$ cat config.mk
export PLATFORM = sky130hd
export DESIGN_NAME = stim_pattern_gen
export DESIGN_NICKNAME = d
export VERILOG_FILES = /design/src/rtl/stim_pattern_gen.sv
export SDC_FILE = /design/constraint.sdc
export NUM_CORES = 1
export LEC_CHECK = 0
export ABC_AREA = 1
export BUFFER_PORTS_ARGS = -buffer_cell sky130_fd_sc_hd__buf_2
export CAP_MARGIN = 20
export CORE_MARGIN = 5
export CORE_UTILIZATION = 55
export DETAILED_ROUTE_END_ITERATION = 8
export PLACE_DENSITY = 0.72
export SYNTH_ARGS = -nofsm -noshare
export SYNTH_HDL_FRONTEND = slang
export SYNTH_SLANG_ARGS = --single-unit
export TNS_END_PERCENT = 30
$ cat constraint.sdc
create_clock -name clk -period 5.5 [get_ports clk]
set_clock_uncertainty 0.2 [all_clocks]
set_input_delay 0.55 -clock clk [delete_from_list [all_inputs] [get_ports clk]]
set_output_delay 0.55 -clock clk [all_outputs]
set_load 0.01 [all_outputs]
$ cat src/rtl/stim_pattern_gen.sv
// Five-channel pattern player: plays DEPTH-deep vector/hold memory once per start (or repeat_cnt+1 times with STIM_PATTERN_GEN_REPEAT_EN).
// Latency: first vector one cycle after start; all outputs registered. No backpressure: playback free-runs until done or abort.
module stim_pattern_gen #(
    parameter int          DEPTH      = 16,
    parameter int          HOLD_W     = 8,
    parameter logic [4:0]  IDLE_VALUE = 5'b00000,
    localparam int         AW         = $clog2(DEPTH)
) (
    input  logic              clk,
    input  logic              rst_n,
    input  logic              wr_en,
    input  logic [AW-1:0]     wr_addr,
    input  logic [4:0]        wr_data,
    input  logic [HOLD_W-1:0] wr_hold,
    input  logic [AW:0]       num_steps,
    input  logic              start,
    input  logic              abort,
`ifdef STIM_PATTERN_GEN_REPEAT_EN
    input  logic [7:0]        repeat_cnt,
`endif
    output logic              busy,
    output logic              done,
    output logic [AW-1:0]     step_idx,
    output logic [4:0]        ch_out,
    output logic              ch_valid
);

    typedef enum logic [1:0] {S_IDLE, S_PLAY, S_DONE} state_t;

    state_t              state;
    logic [4:0]          mem_data [DEPTH];
    logic [HOLD_W-1:0]   mem_hold [DEPTH];
    logic [AW:0]         num_q;
    logic [HOLD_W-1:0]   hold_cnt;
`ifdef STIM_PATTERN_GEN_REPEAT_EN
    logic [7:0]          rep_left;
`endif

    logic                wr_ok;
    logic                start_ok;
    logic                last_step;
    logic [AW-1:0]       next_idx;
    logic [4:0]          first_data;
    logic [HOLD_W-1:0]   first_hold;

    assign wr_ok     = wr_en && (state == S_IDLE);
    assign start_ok  = start && !abort && (state == S_IDLE) &&
                       (num_steps != '0) && (num_steps <= (AW+1)'(DEPTH));
    assign last_step = ({1'b0, step_idx} == (num_q - 1'b1));
    assign next_idx  = step_idx + 1'b1;

    // A write to step 0 in the start cycle must be visible as the first vector.
    assign first_data = (wr_ok && (wr_addr == '0)) ? wr_data : mem_data[0];
    assign first_hold = (wr_ok && (wr_addr == '0)) ? wr_hold : mem_hold[0];

    always_ff @(posedge clk) begin
        if (wr_ok) begin
            mem_data[wr_addr] <= wr_data;
            mem_hold[wr_addr] <= wr_hold;
        end
    end

    always_ff @(posedge clk or negedge rst_n) begin
        if (!rst_n) begin
            state    <= S_IDLE;
            ch_out   <= IDLE_VALUE;
            busy     <= 1'b0;
            done     <= 1'b0;
            ch_valid <= 1'b0;
            step_idx <= '0;
            hold_cnt <= '0;
            num_q    <= '0;
`ifdef STIM_PATTERN_GEN_REPEAT_EN
            rep_left <= '0;
`endif
        end else begin
            done <= 1'b0;
            case (state)
                S_IDLE: begin
                    if (start_ok) begin
                        state    <= S_PLAY;
                        num_q    <= num_steps;
                        step_idx <= '0;
                        ch_out   <= first_data;
                        hold_cnt <= first_hold;
                        ch_valid <= 1'b1;
                        busy     <= 1'b1;
`ifdef STIM_PATTERN_GEN_REPEAT_EN
                        rep_left <= repeat_cnt;
`endif
                    end
                end
                S_PLAY: begin
                    if (abort) begin
                        state    <= S_IDLE;
                        ch_out   <= IDLE_VALUE;
                        ch_valid <= 1'b0;
                        busy     <= 1'b0;
                        step_idx <= '0;
                        hold_cnt <= '0;
                    end else if (hold_cnt != '0) begin
                        hold_cnt <= hold_cnt - 1'b1;
                    end else if (!last_step) begin
                        step_idx <= next_idx;
                        ch_out   <= mem_data[next_idx];
                        hold_cnt <= mem_hold[next_idx];
`ifdef STIM_PATTERN_GEN_REPEAT_EN
                    end else if (rep_left != '0) begin
                        // Wrap straight into the next pass with no idle cycle.
                        rep_left <= rep_left - 1'b1;
                        step_idx <= '0;
                        ch_out   <= mem_data[0];
                        hold_cnt <= mem_hold[0];
`endif
                    end else begin
                        state    <= S_DONE;
                        done     <= 1'b1;
                        busy     <= 1'b0;
                        ch_valid <= 1'b0;
                        ch_out   <= IDLE_VALUE;
                        step_idx <= '0;
                    end
                end
                S_DONE: begin
                    state <= S_IDLE;
                end
                default: begin
                    state <= S_IDLE;
                end
            endcase
        end
    end

endmodule

==> results of run 1 <==
final timing paths:
path                              startpoint           to  slack (ns)  cells past startpoint
worst max-delay path             step_idx[0]    ch_out[2]        2.18                     10
worst min-delay path            num_steps[2]     num_q[2]        0.06                      3
worst max register to register   step_idx[0]    ch_out[2]        2.18                     10
worst min register to register   hold_cnt[1]  hold_cnt[1]        0.30                      2
max in group asynchronous              rst_n  step_idx[0]        4.23                      2
min in group asynchronous              rst_n     num_q[0]        0.39                      2
cell usage in the layout, fill, tap and decap left out, types with 2 or more instances in the layout:
master	netlist	routed
nand2_1	269	269
edfxtp_1	208	208
nand3_1	166	166
nor2_1	106	103
inv_1	50	49
o21ai_0	44	44
buf_2	22	38
dfrtp_1	26	25
clkbuf_16	0	25
buf_4	4	18
clkbuf_1	12	9
nand4_1	8	8
a21oi_1	7	7
inv_2	5	6
nor2_2	2	5
nor2_4	3	3
nand3_2	3	3
o211ai_1	3	3
xor2_1	3	3
ha_1	4	3
clkinv_2	0	3
xor2_2	2	2
nand2_2	2	2
o21ai_1	2	2
metrics by stage:
step                      area [um2]  instances  power, uW  hold slack (ns)  worst slack, ns
after floorplan                10200        967       3070           0.0544             3.41
after global placement         10600       1208       3400            0.276             2.33
after detailed placement       10600       1208       3420            0.281             2.26
after CTS                      11300       1249       4920           0.0522             2.23
after global routing           11300       1249       5180           0.0744             1.98
final                          11300       1249       4900           0.0623             2.18
metal layers:
layer / GRT usage / share of wire / routed length [um]
met1: 0.324 / 0.43 / 10100
met2: 0.352 / 0.47 / 11300
met3: 0.0437 / 0.084 / 2000
met4: 0.0494 / 0.015 / 367
met5: 0 / 0 / 0
kinds of logic after synthesis:
group,synth area share
AOI/OAI and AO/OA,0.0295
and+or+nand+nor,0.238
buffers and inverters,0.0439
adders and majority gates,0.00490
DFF,0.675
xor gates and xnor gates,0.00930
final cells by class:
| cell class | instances | area share |
|---|---|---|
| Multi-Input combinational cell | 633 | 0.255 |
| Sequential cell | 234 | 0.608 |
| Inverter | 56 | 0.0190 |
| Tap cell | 229 | 0.0253 |
| Timing Repair Buffer | 57 | 0.0296 |
| Clock inverter | 6 | 0.00508 |
| Clock buffer | 34 | 0.0581 |
registers in the layout (all words and copies together), names as in the netlist:
register,count
mem_hold,128
mem_data,80
hold_cnt,8
ch_out,5
num_q,5
step_idx,4
state,2
ch_valid,1
done,1
power by group:
| group | internal, uW | switching, uW | total [uW] |
|---|---|---|---|
| Combinational | 393 | 877 | 1270 |
| Sequential | 2040 | 80.0 | 2120 |
| Clock | 876 | 633 | 1510 |
worst max-delay path, cell delays in order, from the launching register on:
cell,delay (ns)
dfrtp_4,0.71
ha_2,0.37
inv_1,0.79
buf_4,0.44
nand3_1,0.14
nand3_1,0.10
nand3_1,0.14
nand2_1,0.14
o21ai_1,0.07
nand2_1,0.06
nand2_1,0.05
timing repair:
item                      4_1_cts  5_1_grt
hold buffers                    1        0
hold endpoints to repair       26        0
gates resized for setup         0        0
==> results.md, run 1 <==
- Gpl congestion: 0.844
- Synth Register Bits: 234
- Leak Pwr: 0.00439 uW
- First-pass GRT wire length: 37.8 mm
- Starting DRT DRC Count: 711
- Wirelength per Cell: 19.0 um
- Synth cell count leaders: nand2_1 (269), edfxtp_1 (208), nand3_1 (166)
- Vias: 7116
- CP Capture Type: register
- Die Y: 146 um
- Crit share post-route: 0.604
- Worst Hold Class: in -> reg
- Layout cell share with drive strength beyond 1: 0.113
- Setup CP Type: reg -> reg
- Unrepaired setup endpoints after global routing: false
- Worst-path fanout max: 38
- PwrDens: 432 mW/mm2
- Register Area: 0.00690 mm2
- EDFF count, synth: 208
- Finish-stage setup viols: 0
- Port Buffers: 38
- Finished Core Util: 0.625
- WP data arrival: 3.52 ns
- Max Cap Viol: 0
- Final antenna-violating net count: 0
- Maximum VDD drop: 0.251 mV
- Worst-Margin Slew: 1.10 ns
- Gr usage total: 0.222
- Worst-path clk slew: 0.06 ns
- Clk root buf: clkbuf_16
- Antenna fix cells: 0
- GRT overflow: 0
- Vias/cell: 5.70
- Post CTS Setup Buffer Count: 0
- Critical Path RT: 5.70 ns
- Filler instances: 1407
- Fin crit period: 3.32 ns
- Mean Syn Cell Area: 10.6 um2
- Synth cell types: 35
- Count leader, synth: nand2_1
- Row cnt: 49
- CTS tree: built
- Synth area leader: edfxtp_1
- Final setup TNS: 0 ns
- IO Pins: 39
- Post-synth ARST share: 0.111
- Net Count, Synth: 998
- Clk sinks: 234
- Max Fclk: 0.301 GHz
- Total Wirelength: 23.8 mm
- Most used DFF post-synth: edfxtp_1
- Largest net degree at the start of global routing: 77
- Clk_lat worst skew: 0.51 ns
- Starting Density: 0.563
- Area of the die: 0.0214 mm2
- Hold Vio Cnt, Final: 0
- Area contributors post-synth: edfxtp_1 (61%), nand2_1 (9.9%), nand3_1 (8.1%), dfrtp_1 (6.4%), nor2_1 (3.9%)
- Final Max Tran Viols: 0
- Post-DP HPWL: 14.3 mm
- Area Growth Syn to Fin: 10.9%
- Die width: 146 um
- Synth Warn #: 0
- Total Nets Final: 1037
- CORE AREA: 0.0181 mm2
- Mapped cell area: 0.0102 mm2
- Multi-input gate area: 0.00289 mm2
- Rel. slew slack: 0.268
- Initial antenna violation count: 0
- DR DRC count: 0
- Status: finished clean
- Top cell type's share of synthesized area: 0.611
- CTS buffer count: 24
- Vias in the first global route: 6643
- Sequential area share after synthesis: 0.675
- DRT Pass-1 Iters: 5
- Bufs on Longest Clock Path: 3
- Startpoint Class: register
- Synth Instances: 967
- H-tree Lvls: 1
Power figures use the tool's default switching activity.
==> run 2: changes to the inputs <==
clock period = 3.2 ns   (was 5.5 ns; I/O delays follow)
==> results.md, run 2 (synthesis results as in run 1) <==
- Post-route setup slack: 0.530 ns (was 2.18 ns)
- Total Nets Final: 1052 (was 1037)
- Area Growth Syn to Fin: 13.1% (was 10.9%)
- Reg with most FFs: mem_hold (unchanged)
- Worst hold slack: 0.0170 ns (was 0.0623 ns)
- Cts hold-fix bufs: 9 (was 1)
- Area of the die: 0.0214 mm2 (unchanged)
- GRT overflow: 0 (unchanged)
- Finish-stage setup viols: 0 (unchanged)
- Worst-Margin Slew: 0.977 ns (was 1.10 ns)
- Clk root buf: clkbuf_16 (unchanged)
- CTS buffer count: 24 (unchanged)
- CTS tree: built (unchanged)
- Most frequent cells in the layout: nand2_1 (269), edfxtp_1 (208), nand3_1 (166), nor2_1 (106), inv_1 (49) (was nand2_1 (269), edfxtp_1 (208), nand3_1 (166), nor2_1 (103), inv_1 (49))
- Vias/cell: 5.66 (was 5.70)
- Rel. slew slack: 0.348 (was 0.268)
- Leak Pwr: 0.00450 uW (was 0.00439 uW)
- Post CTS Setup Buffer Count: 0 (unchanged)
- Starting DRT DRC Count: 854 (was 711)
- PwrDens: 752 mW/mm2 (was 432 mW/mm2)
- DRT Pass-1 Iters: 5 (unchanged)
- Worst Hold Class: in -> reg (unchanged)
- Fin crit period: 2.67 ns (was 3.32 ns)
- Filler instances: 1414 (was 1407)
- Vias in the first global route: 6874 (was 6643)
- Dpl ws: 0.615 ns (was 2.26 ns)
- Critical Path RT: 3.40 ns (was 5.70 ns)
- Final antenna-violating net count: 0 (unchanged)
- Unrepaired setup endpoints after global routing: false (unchanged)
- Top Registers: mem_hold (128), mem_data (80), hold_cnt (8) (unchanged)
- Finished Core Util: 0.637 (was 0.625)
- Initial antenna violation count: 0 (unchanged)
- Row cnt: 49 (unchanged)
- Worst-path clk slew: 0.07 ns (was 0.06 ns)
- Wirelength per Cell: 18.9 um (was 19.0 um)
- RR Startpoint: step_idx[0] (unchanged)
- Startpoint Class: register (unchanged)
- Layout cell share with drive strength beyond 1: 0.118 (was 0.113)
- Final Power: 8700 uW (was 4900 uW)
- Crit share post-route: 0.834 (was 0.604)
- CP Capture Type: register (unchanged)
- Status: finished clean (unchanged)
- Final setup TNS: 0 ns (unchanged)
- Min-delay src: wr_hold[2] (was num_steps[2])
- Bufs on Longest Clock Path: 3 (unchanged)
- Max Cap Viol: 0 (unchanged)
- IO Pins: 39 (unchanged)
- Met1 wire length: 10.4 mm (was 10.1 mm)
- Total Wirelength: 24.0 mm (was 23.8 mm)
- Met3 routed WL: 1.79 mm (was 2.00 mm)
- Gpl congestion: 0.868 (was 0.844)
- Clk_lat worst skew: 0.51 ns (about the same)
- Hold Vio Cnt, Final: 0 (unchanged)
- Gr usage total: 0.225 (was 0.222)
- CORE AREA: 0.0181 mm2 (unchanged)
- Max Fclk: 0.375 GHz (was 0.301 GHz)
- Starting Density: 0.563 (unchanged)
- First-pass GRT wire length: 38.2 mm (was 37.8 mm)
- Vias: 7173 (was 7116)
- Antenna fix cells: 0 (unchanged)
- Die Y: 146 um (unchanged)
- Max layer used: met4 (unchanged)
- Post-CTS resize count: 0 (unchanged)
- Setup CP Type: reg -> reg (unchanged)
- Worst-path fanout max: 37 (was 38)
- Max FFs per register: 128 (unchanged)
- Final Max Tran Viols: 0 (unchanged)
- H-tree Lvls: 1 (unchanged)
- Origin of the worst setup path: step_idx[0] (unchanged)
- DR DRC count: 0 (unchanged)
- Commonest non-fill, non-tap cell in the layout: nand2_1 (unchanged)
- Die width: 146 um (unchanged)
- Clk sinks: 234 (unchanged)
- Maximum VDD drop: 0.500 mV (was 0.251 mV)
- Met2 routed WL: 11.3 mm (about the same)
- Port Buffers: 38 (unchanged)
- Largest net degree at the start of global routing: 97 (was 77)
- WP data arrival: 2.87 ns (was 3.52 ns)
- Post-DP HPWL: 14.8 mm (was 14.3 mm)
## run 2: cell types whose count changed in the layout (fill, tap and decap cells not counted), sizes merged
cell         delta
buf             +7
bufinv          +2
clkbuf          -5
clkinv          +7
dlygate4sd3     +8
## run 2: per-stage QoR
| step | area [um2] | instances |
|---|---|---|
| detailed placement | 10700 | 1215 |
| CTS | 11600 | 1268 |
| finish | 11600 | 1268 |
| global placement | 10700 | 1215 |
| floorplan | 10200 | 967 |
| global route | 11600 | 1268 |
## run 2: critical path, cell delays in order, from the launching register on
cell and delay (ns):
dfrtp_4 0.42, buf_4 0.38, nand3_4 0.15, xor2_2 0.78, nand3_1 0.30, nand2_1 0.15, o21ai_1 0.07, nand2_1 0.06
nand2_1 0.04
## run 2: power by group
| group | switching, uW | leakage, uW | internal [uW] | total (uW) |
|---|---|---|---|---|
| registers | 104 | 0.00220 | 3510 | 3610 |
| logic | 1580 | 0.00191 | 724 | 2300 |
| clock network | 1120 | 0.000388 | 1660 | 2780 |
## run 2: layer usage
metal,track usage,vias to the layer above
li1,-,3406
met4,0.0564,0
met2,0.359,308
met5,0,-
met1,0.327,3417
met3,0.0359,42
## run 2: path summary, 6_finish.rpt
path	to	slack, ns	cells past startpoint
setup / recovery	ch_out[2]	0.53	8
hold / removal	mem_hold[0][2]	0.02	1
setup reg to reg	ch_out[2]	0.53	8
hold reg to reg	ch_out[2]	0.29	2
max in group asynchronous	step_idx[0]	2.14	2
min in group asynchronous	num_q[0]	0.17	2
## run 2: cell type report
| cell class | count | area, um2 | area share |
|---|---|---|---|
| Sequential cell | 234 | 6900 | 0.597 |
| Clock buffer | 29 | 641 | 0.0554 |
| Inverter | 56 | 215 | 0.0186 |
| Clock inverter | 15 | 146 | 0.0127 |
| Multi-Input combinational cell | 633 | 2880 | 0.249 |
| Timing Repair Buffer | 72 | 493 | 0.0426 |
| Tap cell | 229 | 287 | 0.0248 |
